--- src/rtl/tmds_pkg.sv ---
// tmds_pkg: shared constants for the DVI/TMDS encoder.
//   - Control tokens sent during blanking, selected by the control pair C.
//   - Width of the running-disparity counter (two's complement).
//   - Colour-bar table for the optional test pattern ({red, green, blue}).
//   - control_token(): maps C to its 10-bit token.
package tmds_pkg;

  localparam logic [9:0] TOKEN_C00 = 10'h354;
  localparam logic [9:0] TOKEN_C01 = 10'h0AB;
  localparam logic [9:0] TOKEN_C10 = 10'h154;
  localparam logic [9:0] TOKEN_C11 = 10'h2AB;

  // Disparity stays within -8..+8, so 5 signed bits are enough.
  localparam int CNT_W = 5;

  // Entry 0 is the leftmost bar. Concatenation lists entry 7 first.
  localparam logic [7:0][23:0] BAR_COLOURS = {
    24'h000000,  // 7 black
    24'h0000FF,  // 6 blue
    24'hFF0000,  // 5 red
    24'hFF00FF,  // 4 magenta
    24'h00FF00,  // 3 green
    24'h00FFFF,  // 2 cyan
    24'hFFFF00,  // 1 yellow
    24'hFFFFFF   // 0 white
  };

  function automatic logic [9:0] control_token(input logic [1:0] c);
    logic [9:0] tok;
    case (c)
      2'b00:   tok = TOKEN_C00;
      2'b01:   tok = TOKEN_C01;
      2'b10:   tok = TOKEN_C10;
      default: tok = TOKEN_C11;
    endcase
    return tok;
  endfunction

endpackage

--- src/rtl/tmds_channel.sv ---
// tmds_channel: one DVI TMDS encoder lane (8b -> 10b, DC balanced).
//   Stage 1 registers the transition-minimised word q_m and its ones count.
//   Stage 2 registers the output symbol and the running disparity cnt.
// Ports:
//   clk, reset_n  pixel clock, asynchronous active-low reset
//   data          8-bit pixel component (undelayed)
//   de_q          data_enable already delayed by one clock (aligned with q_m)
//   c_q           control pair already delayed by one clock
//   tmds          10-bit symbol, bit 0 transmitted first
// No handshake: a symbol is produced every clock, latency 2 from data.
module tmds_channel
  import tmds_pkg::*;
(
  input  logic       clk,
  input  logic       reset_n,
  input  logic [7:0] data,
  input  logic       de_q,
  input  logic [1:0] c_q,
  output logic [9:0] tmds
);

  // ---------------- stage 1: transition minimisation ----------------
  logic [3:0] n1_data;
  logic       use_xnor;
  logic [8:0] q_m_next;
  logic [3:0] n1_qm_next;
  logic [8:0] q_m;
  logic [3:0] n1q;

  always_comb begin
    n1_data = 4'd0;
    for (int i = 0; i < 8; i++) n1_data = n1_data + {3'd0, data[i]};
    use_xnor = (n1_data > 4'd4) || ((n1_data == 4'd4) && !data[0]);
    q_m_next    = 9'd0;
    q_m_next[0] = data[0];
    for (int i = 1; i < 8; i++)
      q_m_next[i] = use_xnor ? ~(q_m_next[i-1] ^ data[i]) : (q_m_next[i-1] ^ data[i]);
    q_m_next[8] = ~use_xnor;
    n1_qm_next = 4'd0;
    for (int i = 0; i < 8; i++) n1_qm_next = n1_qm_next + {3'd0, q_m_next[i]};
  end

  always_ff @(posedge clk or negedge reset_n) begin
    if (!reset_n) begin
      q_m <= 9'd0;
      n1q <= 4'd0;
    end else begin
      q_m <= q_m_next;
      n1q <= n1_qm_next;
    end
  end

  // ---------------- stage 2: DC balance ----------------
  logic signed [CNT_W-1:0] cnt;
  logic signed [CNT_W-1:0] cnt_next;
  logic signed [CNT_W-1:0] diff;  // N1q - N0q
  logic [9:0] sym_next;
  logic       cnt_pos;
  logic       cnt_neg;

  always_comb begin
    // N0q = 8 - N1q, so N1q - N0q = 2*N1q - 8 (range -8..+8).
    diff     = $signed({n1q, 1'b0} - 5'd8);
    cnt_neg  = cnt[CNT_W-1];
    cnt_pos  = !cnt[CNT_W-1] && (cnt != '0);
    sym_next = TOKEN_C00;
    cnt_next = cnt;
    if (!de_q) begin
      // Blanking: control token, disparity restarts from zero.
      sym_next = control_token(c_q);
      cnt_next = '0;
    end else if ((cnt == '0) || (n1q == 4'd4)) begin
      sym_next = {~q_m[8], q_m[8], (q_m[8] ? q_m[7:0] : ~q_m[7:0])};
      cnt_next = q_m[8] ? (cnt + diff) : (cnt - diff);
    end else if ((cnt_pos && (n1q > 4'd4)) || (cnt_neg && (n1q < 4'd4))) begin
      sym_next = {1'b1, q_m[8], ~q_m[7:0]};
      cnt_next = cnt + (q_m[8] ? 5'sd2 : 5'sd0) - diff;
    end else begin
      sym_next = {1'b0, q_m[8], q_m[7:0]};
      cnt_next = cnt + diff - (q_m[8] ? 5'sd0 : 5'sd2);
    end
  end

  always_ff @(posedge clk or negedge reset_n) begin
    if (!reset_n) begin
      tmds <= TOKEN_C00;
      cnt  <= '0;
    end else begin
      tmds <= sym_next;
      cnt  <= cnt_next;
    end
  end

endmodule

--- src/rtl/tmds_encoder.sv ---
// tmds_encoder: 24-bit RGB + sync/enable -> three DVI TMDS symbols per clock.
// Ports:
//   clk            pixel clock (same as the video controller's pixel_clk)
//   reset_n        asynchronous active-low reset
//   data_red/green/blue  8-bit pixel components
//   data_enable    1 = active video, 0 = blanking
//   hSync, vSync   sync strobes, polarity already adjusted
//   test_pattern   selects internal colour bars (only with TMDS_TEST_PATTERN_EN)
//   tmds_red/green/blue  10-bit symbols for channels 2/1/0, bit 0 first
// Parameter BAR_WIDTH: pixel width of each test-pattern bar.
// Optional feature: define TMDS_TEST_PATTERN_EN to build the colour-bar
// generator; otherwise test_pattern is ignored and no counters exist.
// No handshake: one symbol per channel every clock, fixed latency 2.
module tmds_encoder
  import tmds_pkg::*;
#(
  parameter int BAR_WIDTH = 80
) (
  input  logic       clk,
  input  logic       reset_n,
  input  logic [7:0] data_red,
  input  logic [7:0] data_green,
  input  logic [7:0] data_blue,
  input  logic       data_enable,
  input  logic       hSync,
  input  logic       vSync,
  input  logic       test_pattern,
  output logic [9:0] tmds_red,
  output logic [9:0] tmds_green,
  output logic [9:0] tmds_blue
);

  logic [23:0] rgb;  // {red, green, blue} entering stage 1

`ifdef TMDS_TEST_PATTERN_EN
  localparam int PIX_W = (BAR_WIDTH > 1) ? $clog2(BAR_WIDTH) : 1;

  logic [PIX_W-1:0] pix_cnt;
  logic [2:0]       bar_idx;

  // Counters run only during active video and restart every blanking
  // interval; the bar index saturates on the last (black) bar.
  always_ff @(posedge clk or negedge reset_n) begin
    if (!reset_n) begin
      pix_cnt <= '0;
      bar_idx <= 3'd0;
    end else if (!data_enable) begin
      pix_cnt <= '0;
      bar_idx <= 3'd0;
    end else if (pix_cnt == PIX_W'(BAR_WIDTH - 1)) begin
      pix_cnt <= '0;
      if (bar_idx != 3'd7) bar_idx <= bar_idx + 3'd1;
    end else begin
      pix_cnt <= pix_cnt + 1'b1;
    end
  end

  assign rgb = test_pattern ? BAR_COLOURS[bar_idx] : {data_red, data_green, data_blue};
`else
  localparam int unused_bar_width = BAR_WIDTH;
  logic unused_test_pattern;
  assign unused_test_pattern = test_pattern;
  assign rgb = {data_red, data_green, data_blue};
`endif

  // data_enable and the blue control pair travel alongside stage 1.
  logic       de_q;
  logic [1:0] c_blue_q;

  always_ff @(posedge clk or negedge reset_n) begin
    if (!reset_n) begin
      de_q     <= 1'b0;
      c_blue_q <= 2'b00;
    end else begin
      de_q     <= data_enable;
      c_blue_q <= {vSync, hSync};
    end
  end

  tmds_channel u_red (
    .clk     (clk),
    .reset_n (reset_n),
    .data    (rgb[23:16]),
    .de_q    (de_q),
    .c_q     (2'b00),
    .tmds    (tmds_red)
  );

  tmds_channel u_green (
    .clk     (clk),
    .reset_n (reset_n),
    .data    (rgb[15:8]),
    .de_q    (de_q),
    .c_q     (2'b00),
    .tmds    (tmds_green)
  );

  tmds_channel u_blue (
    .clk     (clk),
    .reset_n (reset_n),
    .data    (rgb[7:0]),
    .de_q    (de_q),
    .c_q     (c_blue_q),
    .tmds    (tmds_blue)
  );

endmodule

--- config.mk ---
export PLATFORM = sky130hd
export DESIGN_NAME = tmds_encoder
export DESIGN_NICKNAME = d
export VERILOG_FILES = /design/src/rtl/tmds_pkg.sv /design/src/rtl/tmds_channel.sv /design/src/rtl/tmds_encoder.sv
export SDC_FILE = /design/constraint.sdc
export NUM_CORES = 1
export LEC_CHECK = 0
export CAP_MARGIN = 40
export CORE_MARGIN = 1.5
export CORE_UTILIZATION = 30
export CTS_BUF_LIST = sky130_fd_sc_hd__clkbuf_4 sky130_fd_sc_hd__clkbuf_8 sky130_fd_sc_hd__clkbuf_16
export DETAILED_ROUTE_END_ITERATION = 8
export GPL_TIMING_DRIVEN = 1
export SKIP_CTS_REPAIR_TIMING = 1
export SLEW_MARGIN = 0
export SYNTH_ARGS = -nofsm -noshare
export SYNTH_HDL_FRONTEND = slang
export SYNTH_SLANG_ARGS = --single-unit
--- constraint.sdc ---
create_clock -name clk -period 2.8 [get_ports clk]
set_input_delay 0.56 -clock clk [delete_from_list [all_inputs] [get_ports clk]]
set_output_delay 0.56 -clock clk [all_outputs]
set_load 0.1 [all_outputs]
# Word-level counts from Yosys, hierarchy flattened
# Cells that the tools add are included.
# totals
register_bits	87
in_bits	30
output_inout_bits	30
elab_cells	228
# classes
addsub	60
order_cmp	9
n_eq_ne	8
muxes	52
n_bitwise	51
reduce_logical	34
# op_table
operator	count
$add 4x1->4	36
$mux 10	9
$mux 5	12
$sub 5x5->5	9
$add 5x5->5	6
$pmux 10 s3	1
$not 1->1	27
$eq 4x3->1 const B	6
$gt 4x3->1 const B	6
$mux 8	3
$not 8->8	3
$mux 1	21
$xor 1x1->1	21
$logic_not 5->1	3
$reduce_bool 5->1	3
$sub 5x4->5 const B	3
$add 1x1->2	6
$logic_and 1x1->1	12
$lt 4x3->1 const B	3
$mux 2	6
$logic_or 1x1->1	9
$logic_not 1->1	6
$eq 2x1->1 const B	1
$eq 2x2->1 const B	1
$logic_not 2->1	1

# Logic depth before layout (Yosys ltp)
# Gate-level depths: netlist of run 1.
# logic_depth
ltp_word	30
depth_mapped	20
depth_no_buf	20

# Cells and area by module
# From an unflattened synthesis of run 1, not the netlist that was laid out.
# hier_totals
hier_cells	645
area_unflattened_um2	6558.8
# modules_own_cells
mod	instances	cells_each	area_per_inst_um2	seq_area_each_um2
tmds_channel (u_green)	1	216	2202.1	681.9
tmds_channel (u_blue)	1	217	2183.3	681.9
tmds_channel (u_red)	1	208	2094.5	681.9
tmds_encoder	1	4	78.8	75.1

# Worst setup path before layout of run 1
# OpenSTA, ideal clock, no wires.
# synth_timing
path_kind	input -> register
startpoint	input port data_green[0]
endpoint	register u_green.n1q[1]
setup_time_ps	64
arrival_ps	5629
required_time_ps	2736
slack_ps	-2893
path_stages	20
n_path_buf	0
path_cell_list	ha_1 inv_1 fa_1 fa_1 inv_1 fa_1 fa_1 nor3b_1 o21ai_0 a21oi_2 xnor2_1 ha_1 inv_1 fa_1 fa_1 inv_1 fa_1 inv_1 fa_1 inv_1
# synth_via
elab_chain_len	30
word_cells_on_any_way	40
classes_between	14 x add/sub; 1 x order compare; 1 x eq/ne; 7 x mux; 14 x bitwise; 3 x reduce/logical
# synth_rtl
element	line_no	text
start, declared	tmds_encoder.sv:22	input logic [7:0] data_green,
parallel branches: the longest is 10 deep, another holds $add 4x1->4	n/a	
$mux 1 *	tmds_channel.sv:37	q_m_next[i] = use_xnor ? ~(q_m_next[i-1] ^ data[i]) : (q_m_next[i-1] ^ data[i]);
net u_green.q_m_next[1]	tmds_channel.sv:25	logic [8:0] q_m_next;
parallel branches: the longest is 18 deep, another holds $add 4x1->4	n/a	
$add 4x1->4 *	tmds_channel.sv:40	for (int i = 0; i < 8; i++) n1_qm_next = n1_qm_next + {3'd0, q_m_next[i]};
net u_green.n1_qm_next[1]	tmds_channel.sv:26	logic [3:0] n1_qm_next;
end signal, assigned	tmds_channel.sv:49	n1q <= n1_qm_next;
end, declared	tmds_channel.sv:28	logic [3:0] n1q;
# Mark *: on every way through the listed nets, which the timed path passes.

# Worst setup path after layout of run 1
# Ends and elaborated chain as after synthesis.

==> reports/qor.txt, run 1 <==
STATUS
--------------------------------------------------------------------------------------------------
Run status .......................................................................... complete, but fails checks
Violated checks ..................................................................... setup timing

SETUP PATH
--------------------------------------------------------------------------------------------------
Source of the critical timing path .................................................. data_green[0]
Kind of critical path ...............................................................       in2reg
Critical path destination ........................................................... u_green.n1q[1]
Required time of the worst setup path ...............................................      3.09 ns
Reg2reg path depth ..................................................................            8
Capture instance of the worst register-to-register path ............................. u_red.cnt[2]
Slowest cell on the critical path ...................................................         fa_1
Critical R2R Launch ................................................................. u_red.q_m[8]
R2R setup slack .....................................................................      0.41 ns
Worst path cell trace ............................................................... buf_8 > ha_4 > inv_2 > fa_1 > fa_1 > inv_1 > fa_2 > fa_1 > nor3b_2 > o21ai_1 > a21oi_2 > xnor2_1 > ha_1 > inv_1 > fa_1 > fa_1 > inv_1 > fa_2 > inv_2 > fa_2 > inv_2
Worst path max stage delay ..........................................................      0.49 ns
Startpoint types ....................................................................   input port
Endpoint class of the critical path .................................................     register
Worst-path fanout max ...............................................................            2
Critical Path Most Common Cell ......................................................         fa_1
Arrival time of data at the critical path endpoint ..................................      5.66 ns

PLACEMENT
--------------------------------------------------------------------------------------------------
RD Place Congestion .................................................................        0.831
Post-place instance area ............................................................    7420 um^2
Post-detailed-placement half-perimeter wirelength ...................................      9530 um
Number of placed instances with taps included .......................................          945
Buffers added on ports ..............................................................           58

TIMING
--------------------------------------------------------------------------------------------------
Final max-slew violation count ......................................................            0
Minimum period implied by the final worst setup slack ...............................      5.37 ns
Unrepaired setup endpoints after global routing .....................................          yes
Post-Route Skew .....................................................................    0.0126 ns
Part of the cycle the worst path needs ..............................................         192%
Max-slew headroom ...................................................................        57.9%
Transition time at the pin with the least slew margin ...............................     0.631 ns
Sum of negative setup slack .........................................................    -37.29 ns
Hold_ws .............................................................................     0.140 ns
Total of endpoints with negative setup slack in the final report ....................           27
Worst setup slack after layout ......................................................     -2.57 ns
Maximum clock frequency .............................................................      186 MHz
Final hold viol count ...............................................................            0

FINAL LAYOUT
--------------------------------------------------------------------------------------------------
Area growth, synth to finish ........................................................        31.9%
Final-layout fill cell count ........................................................        1,932
Number of nets in the finished design ...............................................          832
Post-route cell area ................................................................    8000 um^2
Layout Cells excl Fill ..............................................................          969
Total inserted antenna cells ........................................................            0
Layout cell share with drive strength beyond 1 ......................................        28.0%
Storage cell area ...................................................................    2120 um^2
Area of the multi-input gates .......................................................    3780 um^2

SYNTH
--------------------------------------------------------------------------------------------------
XOR/XNOR share of the synthesized area ..............................................        12.3%
Fraction of registers with async set/reset ..........................................         100%
Distinct cell type count of the synthesized netlist .................................           54
Post-synthesis instance area ........................................................    6060 um^2
Warnings, synthesis .................................................................            0
Net count after synthesis ...........................................................          708
Number of cells produced by synthesis ...............................................          575
Part of the Yosys area used for sequential elements .................................        35.0%
Adder-cell share of the synthesized area ............................................        26.1%
Area fraction in compound gates after synthesis .....................................        8.81%
Portion of netlist area occupied by mux cells .......................................        1.98%
Post-synthesis share of cell area spent on and, or, nand and nor gates ..............        8.91%
Dominant register cell in the synthesized netlist ...................................      dfrtp_1
Dominant combinational cell family by area after synthesis ..........................  adder cells
Number of synthesized register bits .................................................           84
Post-synth EDFFs ....................................................................            0
Synth Area per Inst .................................................................    10.5 um^2

FLOORPLAN
--------------------------------------------------------------------------------------------------
Vertical die dimension ..............................................................       145 um
Die outline area ....................................................................  21,100 um^2
Std-Cell Rows .......................................................................           51
Num ports ...........................................................................           60
Area of the core ....................................................................  19,700 um^2
Horizontal die dimension ............................................................       145 um
Effective utilization at floorplan ..................................................        30.9%

FLOW RUN
--------------------------------------------------------------------------------------------------
Max-cap viol count ..................................................................            0

GLOBAL ROUTE
--------------------------------------------------------------------------------------------------
Initial antenna violation count .....................................................            0
Pin count of the biggest net entering global routing ................................           52
Via count of the first global-routing pass ..........................................        4,450
Total routing usage reported by global routing ......................................        12.4%
Final global-route overflow total ...................................................            0
Wire length of the first global-routing pass ........................................    21,100 um

CLOCK NETWORK
--------------------------------------------------------------------------------------------------
CTS tree ............................................................................        built
Clk sink count ......................................................................           84
Number of levels the H-tree was split into ..........................................            3
Bufs on Longest Clock Path ..........................................................            2
Clock root cell .....................................................................    clkbuf_16
Later-pin clock latency in the skew report ..........................................      0.35 ns
Clock transition time at the flip-flop clock pins of the worst setup and hold paths .      0.07 ns
Total clock buffers created by CTS ..................................................            9

ROUTE
--------------------------------------------------------------------------------------------------
Pre-antenna DRT Iters ...............................................................            4
Via count ...........................................................................        4,150
Drc violations ......................................................................            0
Post-DR wirelength/cell .............................................................      12.7 um
Detailed router's first-iteration violation count ...................................          121
DRT antenna net count ...............................................................            0
Ratio of routed vias to standard cells ..............................................         4.28
Sum of routed wire length over all layers ...........................................    12,300 um

WORST HOLD PATH
--------------------------------------------------------------------------------------------------
Worst hold-check path type ..........................................................     in2async

synthesized netlist by cell type (3+ instances only):
cell	instances	area, um^2
ha_1	64	801
mux2i_1	12	120
dfrtp_1	69	1730
inv_1	99	372
nor3b_1	7	52.6
clkbuf_1	11	41.3
xnor2_1	50	438
nor4_1	4	25.0
or3_1	3	18.8
nor2_1	17	63.8
nand3_1	7	35.0
o21ai_0	20	100
o211ai_1	6	45.0
nor3_1	6	30.0
nor2b_1	3	18.8
xor2_1	25	219
dfstp_2	15	394
o21a_1	4	30.0
nand2_1	33	124
fa_1	39	781
and2_1	13	81.3
a21oi_1	28	140
flip-flops by register name, indices dropped and copies added (netlist names):
name,count
u_green.n1q,4
u_blue.q_m,9
u_red.q_m,9
c_blue_q,2
u_red.n1q,4
u_green.cnt,4
u_green.q_m,9
u_blue.cnt,4
u_blue.tmds,10
u_green.tmds,10
de_q,1
u_red.cnt,4
u_red.tmds,10
u_blue.n1q,4
worst min path at each step:
stage                         startpoint               to  depth (start not counted)
after floorplan                  reset_n      c_blue_q[0]                          0
after detailed placement  u_green.q_m[2]  u_green.tmds[2]                          2
after CTS                        reset_n    u_red.tmds[5]                          1
after global placement    u_green.q_m[2]  u_green.tmds[2]                          2
final                            reset_n    u_red.tmds[5]                          1
after global routing             reset_n    u_red.tmds[5]                          1
metrics by stage:
step / setup slack [ns] / util [%]
5_1_grt: -2.78 / 40.7
3_5_place_dp: -3.25 / 37.7
4_1_cts: -2.88 / 39.2
3_3_place_gp: -3.14 / 37.6
6_report: -2.57 / 40.7
2_1_floorplan: -2.66 / -
layout by cell type (no fill, tap or decap), types with 3 or more instances in the layout:
master / n
nor4_1: 4
xor2_2: 4
a21oi_2: 4
and2_1: 13
nor2b_1: 3
o21ai_1: 3
ha_1: 61
or3_1: 3
nand3_1: 7
o211ai_1: 6
xnor2_1: 39
nand2_1: 33
buf_8: 3
nor3b_2: 5
inv_6: 3
clkbuf_16: 9
clkdlybuf4s50_1: 15
mux2i_1: 12
o21ai_0: 18
dfrtp_1: 69
o21a_1: 4
dfstp_2: 15
fa_1: 30
nor3_1: 6
xnor2_2: 10
xor2_1: 21
inv_1: 86
nor3b_1: 3
xnor2_4: 3
inv_2: 13
dlymetal6s2s_1: 6
buf_6: 8
nor2_1: 17
fa_2: 9
buf_4: 90
a21oi_1: 26
ha_4: 3
cells by family (layout without fill, tap and decap cells):
| family | after synthesis | after routing |
|---|---|---|
| adders and majority gates | 103 | 103 |
| muxes | 12 | 12 |
| AOI/OAI and AO/OA | 81 | 81 |
| and+or+nand+nor | 103 | 103 |
| xor gates and xnor gates | 80 | 80 |
| DFF | 84 | 84 |
| buffers and inverters | 112 | 241 |
critical path, delay by kind of cell:
family	cells	cell delay (ns)
xor gates and xnor gates	1	0.16
buffers and inverters	7	0.44
adders and majority gates	10	3.97
and+or+nand+nor	1	0.25
AOI/OAI and AO/OA	2	0.31
per-layer routing:
layer	track usage [%]	vias up	part of all wire, %
met5	0	-	0
met4	4.34	0	2.0
met3	3.58	16	4.0
met2	20.6	66	49
met1	15.3	1996	45
li1	-	2072	-
area by class of cell:
cell class | count | area share (%)
multi-input cells | 379 | 47.3
inverters | 100 | 4.72
clock buffers | 9 | 2.82
clock inverters | 7 | 0.688
flip-flops and latches | 84 | 26.5
well taps | 265 | 4.15
repair buffers | 125 | 13.8
Power of run 1 is left out: the tool's default activity adds up to more than one toggle a clock period on the data nets, which glitch-free logic cannot reach.
==> inputs of run 2 (changes only) <==
--- a/config.mk
+++ b/config.mk
@@ -5,10 +5,11 @@
 export SDC_FILE = /design/constraint.sdc
 export NUM_CORES = 1
 export LEC_CHECK = 0
+export ABC_AREA = 1
 export CAP_MARGIN = 40
 export CORE_MARGIN = 1.5
 export CORE_UTILIZATION = 30
-export CTS_BUF_LIST = sky130_fd_sc_hd__clkbuf_4 sky130_fd_sc_hd__clkbuf_8 sky130_fd_sc_hd__clkbuf_16
+export CTS_BUF_LIST = sky130_fd_sc_hd__clkbuf_2
 export DETAILED_ROUTE_END_ITERATION = 8
 export GPL_TIMING_DRIVEN = 1
 export SKIP_CTS_REPAIR_TIMING = 1
==> run 2 against run 1 <==
Wire length up 7.8%. Synthesized area up 4.4%. Design area up 2.6%. Final cell count up 22%. The run still ends with setup timing left. Worst hold slack worse by 0.016 ns. Register-to-register slack better by 0.23 ns. Non-clock buffer count up 14. Sequential share of layout area down 0.66 points.
==> reports/qor.txt, run 2 <==
ROUTE
--------------------------------------------------------------------------------------------------
Ratio of routed vias to standard cells ..............................................         4.15   -3.0%
Sum of routed wire length over all layers ...........................................    13,300 um   +7.8%
Pre-antenna DRT Iters ...............................................................            4   unchanged
Drc violations ......................................................................            0   unchanged
Via count ...........................................................................        4,909   +18%
DRT antenna net count ...............................................................            0   unchanged
Detailed router's first-iteration violation count ...................................          158   +31%
Post-DR wirelength/cell .............................................................      11.2 um   -12%

TIMING
--------------------------------------------------------------------------------------------------
Final max-slew violation count ......................................................            0   unchanged
Maximum clock frequency .............................................................      198 MHz   +6.5%
Final hold viol count ...............................................................            0   unchanged
Unrepaired setup endpoints after global routing .....................................          yes
Minimum period implied by the final worst setup slack ...............................      5.05 ns   -0.329 ns
Post-Route Skew .....................................................................    0.0466 ns   +0.0340 ns
Sum of negative setup slack .........................................................    -25.80 ns   +11.49 ns
Total of endpoints with negative setup slack in the final report ....................           25   -7.4%
Part of the cycle the worst path needs ..............................................         180%   -12 points
Max-slew headroom ...................................................................        52.4%   -5.5 points
Transition time at the pin with the least slew margin ...............................     0.706 ns   +0.0747 ns
Worst setup slack after layout ......................................................     -2.25 ns   +0.329 ns

PLACEMENT
--------------------------------------------------------------------------------------------------
Worst slack at placement ............................................................     -3.23 ns   +0.0228 ns
RD Place Congestion .................................................................        0.831   about the same
Post-detailed-placement half-perimeter wirelength ...................................    10,600 um   +12%
Buffers added on ports ..............................................................           58   unchanged

CLOCK NETWORK
--------------------------------------------------------------------------------------------------
Later-pin clock latency in the skew report ..........................................      0.62 ns   +0.27 ns
Clock transition time at the flip-flop clock pins of the worst setup and hold paths .      0.27 ns   +0.20 ns
Number of levels the H-tree was split into ..........................................            3   unchanged
Clock root cell .....................................................................     clkbuf_2
Total clock buffers created by CTS ..................................................            9   unchanged
Clk sink count ......................................................................           84   unchanged
Bufs on Longest Clock Path ..........................................................            2   unchanged
CTS tree ............................................................................        built

SETUP PATH
--------------------------------------------------------------------------------------------------
Critical R2R Launch ................................................................. u_red.q_m[8]
Kind of critical path ...............................................................       in2reg
Endpoint class of the critical path .................................................     register
Startpoint types ....................................................................   input port
Critical path destination ........................................................... u_red.n1q[1]
Worst-path fanout max ...............................................................            2   unchanged
Capture instance of the worst register-to-register path ............................. u_red.cnt[4]
Reg2reg path depth ..................................................................           11   +3
Required time of the worst setup path ...............................................      3.32 ns   +0.23 ns
R2R setup slack .....................................................................      0.64 ns   +0.23 ns
Arrival time of data at the critical path endpoint ..................................      5.56 ns   -0.10 ns
Source of the critical timing path ..................................................  data_red[0]

SYNTH
--------------------------------------------------------------------------------------------------
Synth top cells by count ............................................................ nand2_1 (221), inv_1 (144), dfrtp_1 (69)
Post-synth EDFFs ....................................................................            0   unchanged
Number of synthesized register bits .................................................           84   unchanged
Distinct cell type count of the synthesized netlist .................................           28   -48%
Net count after synthesis ...........................................................          896   +27%
Top cell type by total area after synthesis .........................................      dfrtp_1
Cell types occupying the most area after synthesis .................................. dfrtp_1 (27%), nand2_1 (13%), ha_1 (13%), fa_1 (12%), inv_1 (8.5%)
Dominant register cell in the synthesized netlist ...................................      dfrtp_1
Fraction of registers with async set/reset ..........................................         100%   unchanged
Number of cells produced by synthesis ...............................................          763   +33%
Synth Area per Inst .................................................................    8.30 um^2   -21%
Proportion of netlist area held by the largest area contributor .....................        27.3%   -1.2 points
Part of the Yosys area used for sequential elements .................................        33.5%   -1.5 points
Warnings, synthesis .................................................................            0   unchanged
Leading cell type by number of instances after synthesis ............................      nand2_1
Post-synthesis instance area ........................................................    6330 um^2   +4.4%

WORST HOLD PATH
--------------------------------------------------------------------------------------------------
Worst hold-check path type ..........................................................       in2reg

FINAL LAYOUT
--------------------------------------------------------------------------------------------------
Most frequent cells in the layout ................................................... nand2_1 (209), inv_1 (123), buf_4 (99)
Final-layout fill cell count ........................................................        2,030   +5.1%
Number of nets in the finished design ...............................................        1,040   +25%
Largest registers ................................................................... u_blue.tmds x10, u_green.tmds x10, u_red.tmds x10
Layout cell share with drive strength beyond 1 ......................................        26.4%   -1.6 points
Most common cell after layout, fill and taps aside ..................................      nand2_1
Area growth, synth to finish ........................................................        29.6%
Total inserted antenna cells ........................................................            0   unchanged

GLOBAL ROUTE
--------------------------------------------------------------------------------------------------
Wire length of the first global-routing pass ........................................    22,700 um   +7.7%
Final global-route overflow total ...................................................            0   unchanged
Via count of the first global-routing pass ..........................................        4,969   +12%
Pin count of the biggest net entering global routing ................................           46   -12%
Initial antenna violation count .....................................................            0   unchanged
Total routing usage reported by global routing ......................................        13.0%   +0.62 points

STATUS
--------------------------------------------------------------------------------------------------
Run status .......................................................................... complete, but fails checks
Violated checks ..................................................................... setup timing

FLOW RUN
--------------------------------------------------------------------------------------------------
Max-cap viol count ..................................................................            0   unchanged

FLOORPLAN
--------------------------------------------------------------------------------------------------
Die outline area ....................................................................  22,000 um^2   +4.3%
Area of the core ....................................................................  20,500 um^2   +4.3%
Vertical die dimension ..............................................................       148 um   +2.1%
Num ports ...........................................................................           60   unchanged
Effective utilization at floorplan ..................................................        30.9%   +0.041 points
Horizontal die dimension ............................................................       148 um   +2.1%
Std-Cell Rows .......................................................................           52   +2.0%

-- run 2: cells by family after synthesis --
group                      Yosys count  share of synthesized area, %
DFF                                 84                          33.5
adders and majority gates          103                          25.0
AOI/OAI and AO/OA                   49                          4.86
and+or+nand+nor                    341                          22.7
buffers and inverters              156                          9.78
xor gates and xnor gates            30                          4.15
-- run 2: metrics by stage --
step / util (%) / instance area (um^2) / cells / hold WS [ns]
finish: 40.0 / 8200 / 1182 / 0.125
global route: 40.0 / 8200 / 1182 / 0.0470
CTS: 38.9 / 7980 / 1176 / -0.167
detailed placement: 38.2 / 7840 / 1160 / 0.472
global placement: 38.2 / 7840 / 1160 / 0.464
floorplan: - / 6450 / 763 / 0.264
-- run 2: metal layers --
metal	global-route usage (%)	up-vias	part of all wire [%]
met4	2.57	0	1.0
met5	0	-	0
met1	16.6	2268	47
met2	22.2	52	48
li1	-	2576	-
met3	3.47	13	3.3
-- run 2: cell type report --
type,count,area (um^2),area share [%]
clock buffer,11,55.1,0.671
tap,270,338,4.12
multi-input combinational,523,3820,46.6
clock inverter,5,85.1,1.04
sequential,84,2120,25.9
timing repair buffer,139,1200,14.7
inverter,150,578,7.05
-- run 2: worst min-delay path by stage --
stage                                 to  depth (start not counted)         start  slack (ns)
after global placement     u_red.tmds[2]                          2  u_red.q_m[2]        0.46
after global routing       u_blue.q_m[0]                          2  data_blue[0]        0.05
after CTS                 u_green.n1q[1]                          1       reset_n       -0.17
after detailed placement   u_red.tmds[2]                          2  u_red.q_m[2]        0.47
final                      u_blue.q_m[0]                          2  data_blue[0]        0.12
after floorplan              c_blue_q[0]                          0       reset_n        0.26
-- run 2: worst max-delay path, cell delays in order --
cell      delay, ns
buf_8          0.10
ha_4           0.25
inv_2          0.03
fa_1           0.49
fa_1           0.52
inv_2          0.04
fa_2           0.34
fa_1           0.43
nand3b_1       0.16
nand2_1        0.08
nand2_2        0.07
xor2_2         0.16
ha_1           0.29
inv_2          0.04
fa_1           0.47
inv_1          0.05
fa_1           0.49
inv_1          0.05
fa_2           0.36
fa_2           0.54
inv_2          0.03
Power of run 2 is left out for the same reason.
==> inputs of run 3 (changes only) <==
--- a/config.mk
+++ b/config.mk
@@ -7,7 +7,6 @@
 export LEC_CHECK = 0
 export ABC_AREA = 1
 export CAP_MARGIN = 40
-export CORE_MARGIN = 1.5
 export CORE_UTILIZATION = 30
 export CTS_BUF_LIST = sky130_fd_sc_hd__clkbuf_2
 export DETAILED_ROUTE_END_ITERATION = 8
==> run 3 against run 2 <==
The flow still finishes with violations (setup timing). Die area fell by 1.3%. Via count rose by 0.79%. First-iteration DRC count rose by 16%. Critical path type unchanged. Largest cell class unchanged. Highest routed layer unchanged.
==> reports/qor.txt, run 3 (synthesis gave the netlist of run 2 again) <==
FINAL LAYOUT
--------------------------------------------------------------------------------------------------
Most frequent cells in the layout ................................................... nand2_1 (208), inv_1 (122), buf_4 (89)
Most common cell after layout, fill and taps aside ..................................      nand2_1
Total inserted antenna cells ........................................................            0   unchanged
Largest registers ................................................................... u_blue.tmds x10, u_green.tmds x10, u_red.tmds x10
Area growth, synth to finish ........................................................        30.8%
Post-route cell area ................................................................    8280 um^2   +0.98%
Post-layout utilization of the core .................................................        40.5%   +0.52 points
Layout Cells excl Fill ..............................................................        1,184   +0.17%
Layout cell share with drive strength beyond 1 ......................................        26.6%   +0.16 points
Number of nets in the finished design ...............................................        1,042   +0.19%

FLOORPLAN
--------------------------------------------------------------------------------------------------
Die outline area ....................................................................  21,700 um^2   -1.3%
Effective utilization at floorplan ..................................................        31.0%   +0.098 points
Horizontal die dimension ............................................................       147 um   -0.67%
Area of the core ....................................................................  20,400 um^2   -0.32%
Vertical die dimension ..............................................................       147 um   -0.67%
Num ports ...........................................................................           60   unchanged
Std-Cell Rows .......................................................................           52   unchanged

ROUTE
--------------------------------------------------------------------------------------------------
DRT antenna net count ...............................................................            0   unchanged
Drc violations ......................................................................            0   unchanged
Pre-antenna DRT Iters ...............................................................            4   unchanged
Post-DR wirelength/cell .............................................................      11.0 um   -2.0%
Detailed router's first-iteration violation count ...................................          183   +16%
Sum of routed wire length over all layers ...........................................    13,000 um   -1.8%
Via count ...........................................................................        4,948   +0.79%
Ratio of routed vias to standard cells ..............................................         4.18   +0.62%

SETUP PATH
--------------------------------------------------------------------------------------------------
Slowest cell on the critical path ...................................................         fa_1
Worst-path fanout max ...............................................................            2   unchanged
Worst path max stage delay ..........................................................      0.55 ns   about the same
Worst path cell trace ............................................................... buf_8 > ha_4 > inv_2 > fa_1 > fa_1 > inv_2 > fa_2 > fa_2 > nand3b_1 > nand2_1 > nand2_2 > xor2_2 > ha_1 > inv_1 > fa_1 > inv_1 > fa_1 > inv_2 > fa_2 > fa_2 > inv_1
Startpoint types ....................................................................   input port
Critical path buffers and inverters .................................................            7   unchanged
Endpoint class of the critical path .................................................     register
Cell class contributing the biggest share of worst-path delay .......................  adder cells
Kind of critical path ...............................................................       in2reg
Arrival time of data at the critical path endpoint ..................................      5.59 ns   +0.03 ns
Required time of the worst setup path ...............................................      3.30 ns   -0.02 ns

CLOCK NETWORK
--------------------------------------------------------------------------------------------------
Number of levels the H-tree was split into ..........................................            3   unchanged
CTS tree ............................................................................        built
Clock transition time at the flip-flop clock pins of the worst setup and hold paths .      0.22 ns   -0.05 ns
Later-pin clock latency in the skew report ..........................................      0.58 ns   -0.04 ns
Clock root cell .....................................................................     clkbuf_2
Total clock buffers created by CTS ..................................................            9   unchanged
Bufs on Longest Clock Path ..........................................................            2   unchanged
Clk sink count ......................................................................           84   unchanged

STATUS
--------------------------------------------------------------------------------------------------
Run status .......................................................................... complete, but fails checks
Violated checks ..................................................................... setup timing

TIMING
--------------------------------------------------------------------------------------------------
Part of the cycle the worst path needs ..............................................         182%   +1.8 points
Worst setup slack after layout ......................................................     -2.30 ns   -0.0503 ns
Maximum clock frequency .............................................................      196 MHz   -0.99%
Transition time at the pin with the least slew margin ...............................     0.723 ns   +0.0172 ns
Post-Route Skew .....................................................................    0.0158 ns   -0.0308 ns
Max-slew headroom ...................................................................        51.3%   -1.2 points
Total of endpoints with negative setup slack in the final report ....................           26   +4.0%
Final hold viol count ...............................................................            0   unchanged
Minimum period implied by the final worst setup slack ...............................      5.10 ns   +0.0503 ns
Unrepaired setup endpoints after global routing .....................................          yes
Final max-slew violation count ......................................................            0   unchanged

PLACEMENT
--------------------------------------------------------------------------------------------------
Post-detailed-placement half-perimeter wirelength ...................................    10,600 um   -0.88%
Post-place instance area ............................................................    7840 um^2   about the same
RD Place Congestion .................................................................        0.874   +5.2%
Number of placed instances with taps included .......................................        1,162   +0.17%
Buffers added on ports ..............................................................           58   unchanged
Worst slack at placement ............................................................     -3.19 ns   +0.0385 ns

GLOBAL ROUTE
--------------------------------------------------------------------------------------------------
Final global-route overflow total ...................................................            0   unchanged
Total routing usage reported by global routing ......................................        12.8%   -0.19 points
Pin count of the biggest net entering global routing ................................           44   -4.3%
Via count of the first global-routing pass ..........................................        4,879   -1.8%
Wire length of the first global-routing pass ........................................    22,300 um   -1.5%
Initial antenna violation count .....................................................            0   unchanged

FLOW RUN
--------------------------------------------------------------------------------------------------
Max-cap viol count ..................................................................            0   unchanged

WORST HOLD PATH
--------------------------------------------------------------------------------------------------
Worst hold-check path type ..........................................................       in2reg

==> run 3: cell types whose count changed in the layout (fill, tap and decap cells not counted), sizes merged <==
cell      previous run  this run
inv                151       150
bufinv               2         1
buf                117       119
clkbuf              11         9
clkinvlp             0         1
clkinv               2         5
==> run 3: metal layers <==
metal | vias up | wire length [um] | GRT usage [%]
met5 | - | 0 | 0
met3 | 11 | 372 | 2.80
met1 | 2288 | 6200 | 16.6
li1 | 2594 | - | -
met2 | 55 | 6320 | 21.6
met4 | 0 | 121 | 3.09
==> run 3: path summary, 6_finish.rpt <==
kind / start / end / slack [ns] / depth (start not counted)
setup / recovery: data_red[0] / u_red.n1q[1] / -2.30 / 21
hold / removal: data_blue[0] / u_blue.q_m[0] / 0.18 / 2
setup reg to reg: u_red.q_m[8] / u_red.cnt[3] / 0.64 / 8
hold reg to reg: u_red.q_m[2] / u_red.tmds[2] / 0.51 / 2
max in group asynchronous: reset_n / u_red.tmds[8] / 1.60 / 3
min in group asynchronous: reset_n / u_blue.q_m[6] / 0.49 / 2
==> run 3: through the flow <==
step	hold slack, ns	TNS (ns)
global route	0.106	-29.26
finish	0.179	-27.18
detailed placement	0.472	-52.78
floorplan	0.264	-33.44
CTS	-0.119	-34.18
global placement	0.471	-51.02
==> run 3: cell type report <==
| cell class | count | area (um^2) |
|---|---|---|
| clock inverters | 7 | 57.6 |
| inverters | 150 | 586 |
| repair buffers | 141 | 1260 |
| clock buffers | 9 | 45.0 |
| flip-flops and latches | 84 | 2120 |
| well taps | 270 | 338 |
| fillers | 2061 | 12100 |
| multi-input cells | 523 | 3880 |
Power of run 3 is left out for the same reason.
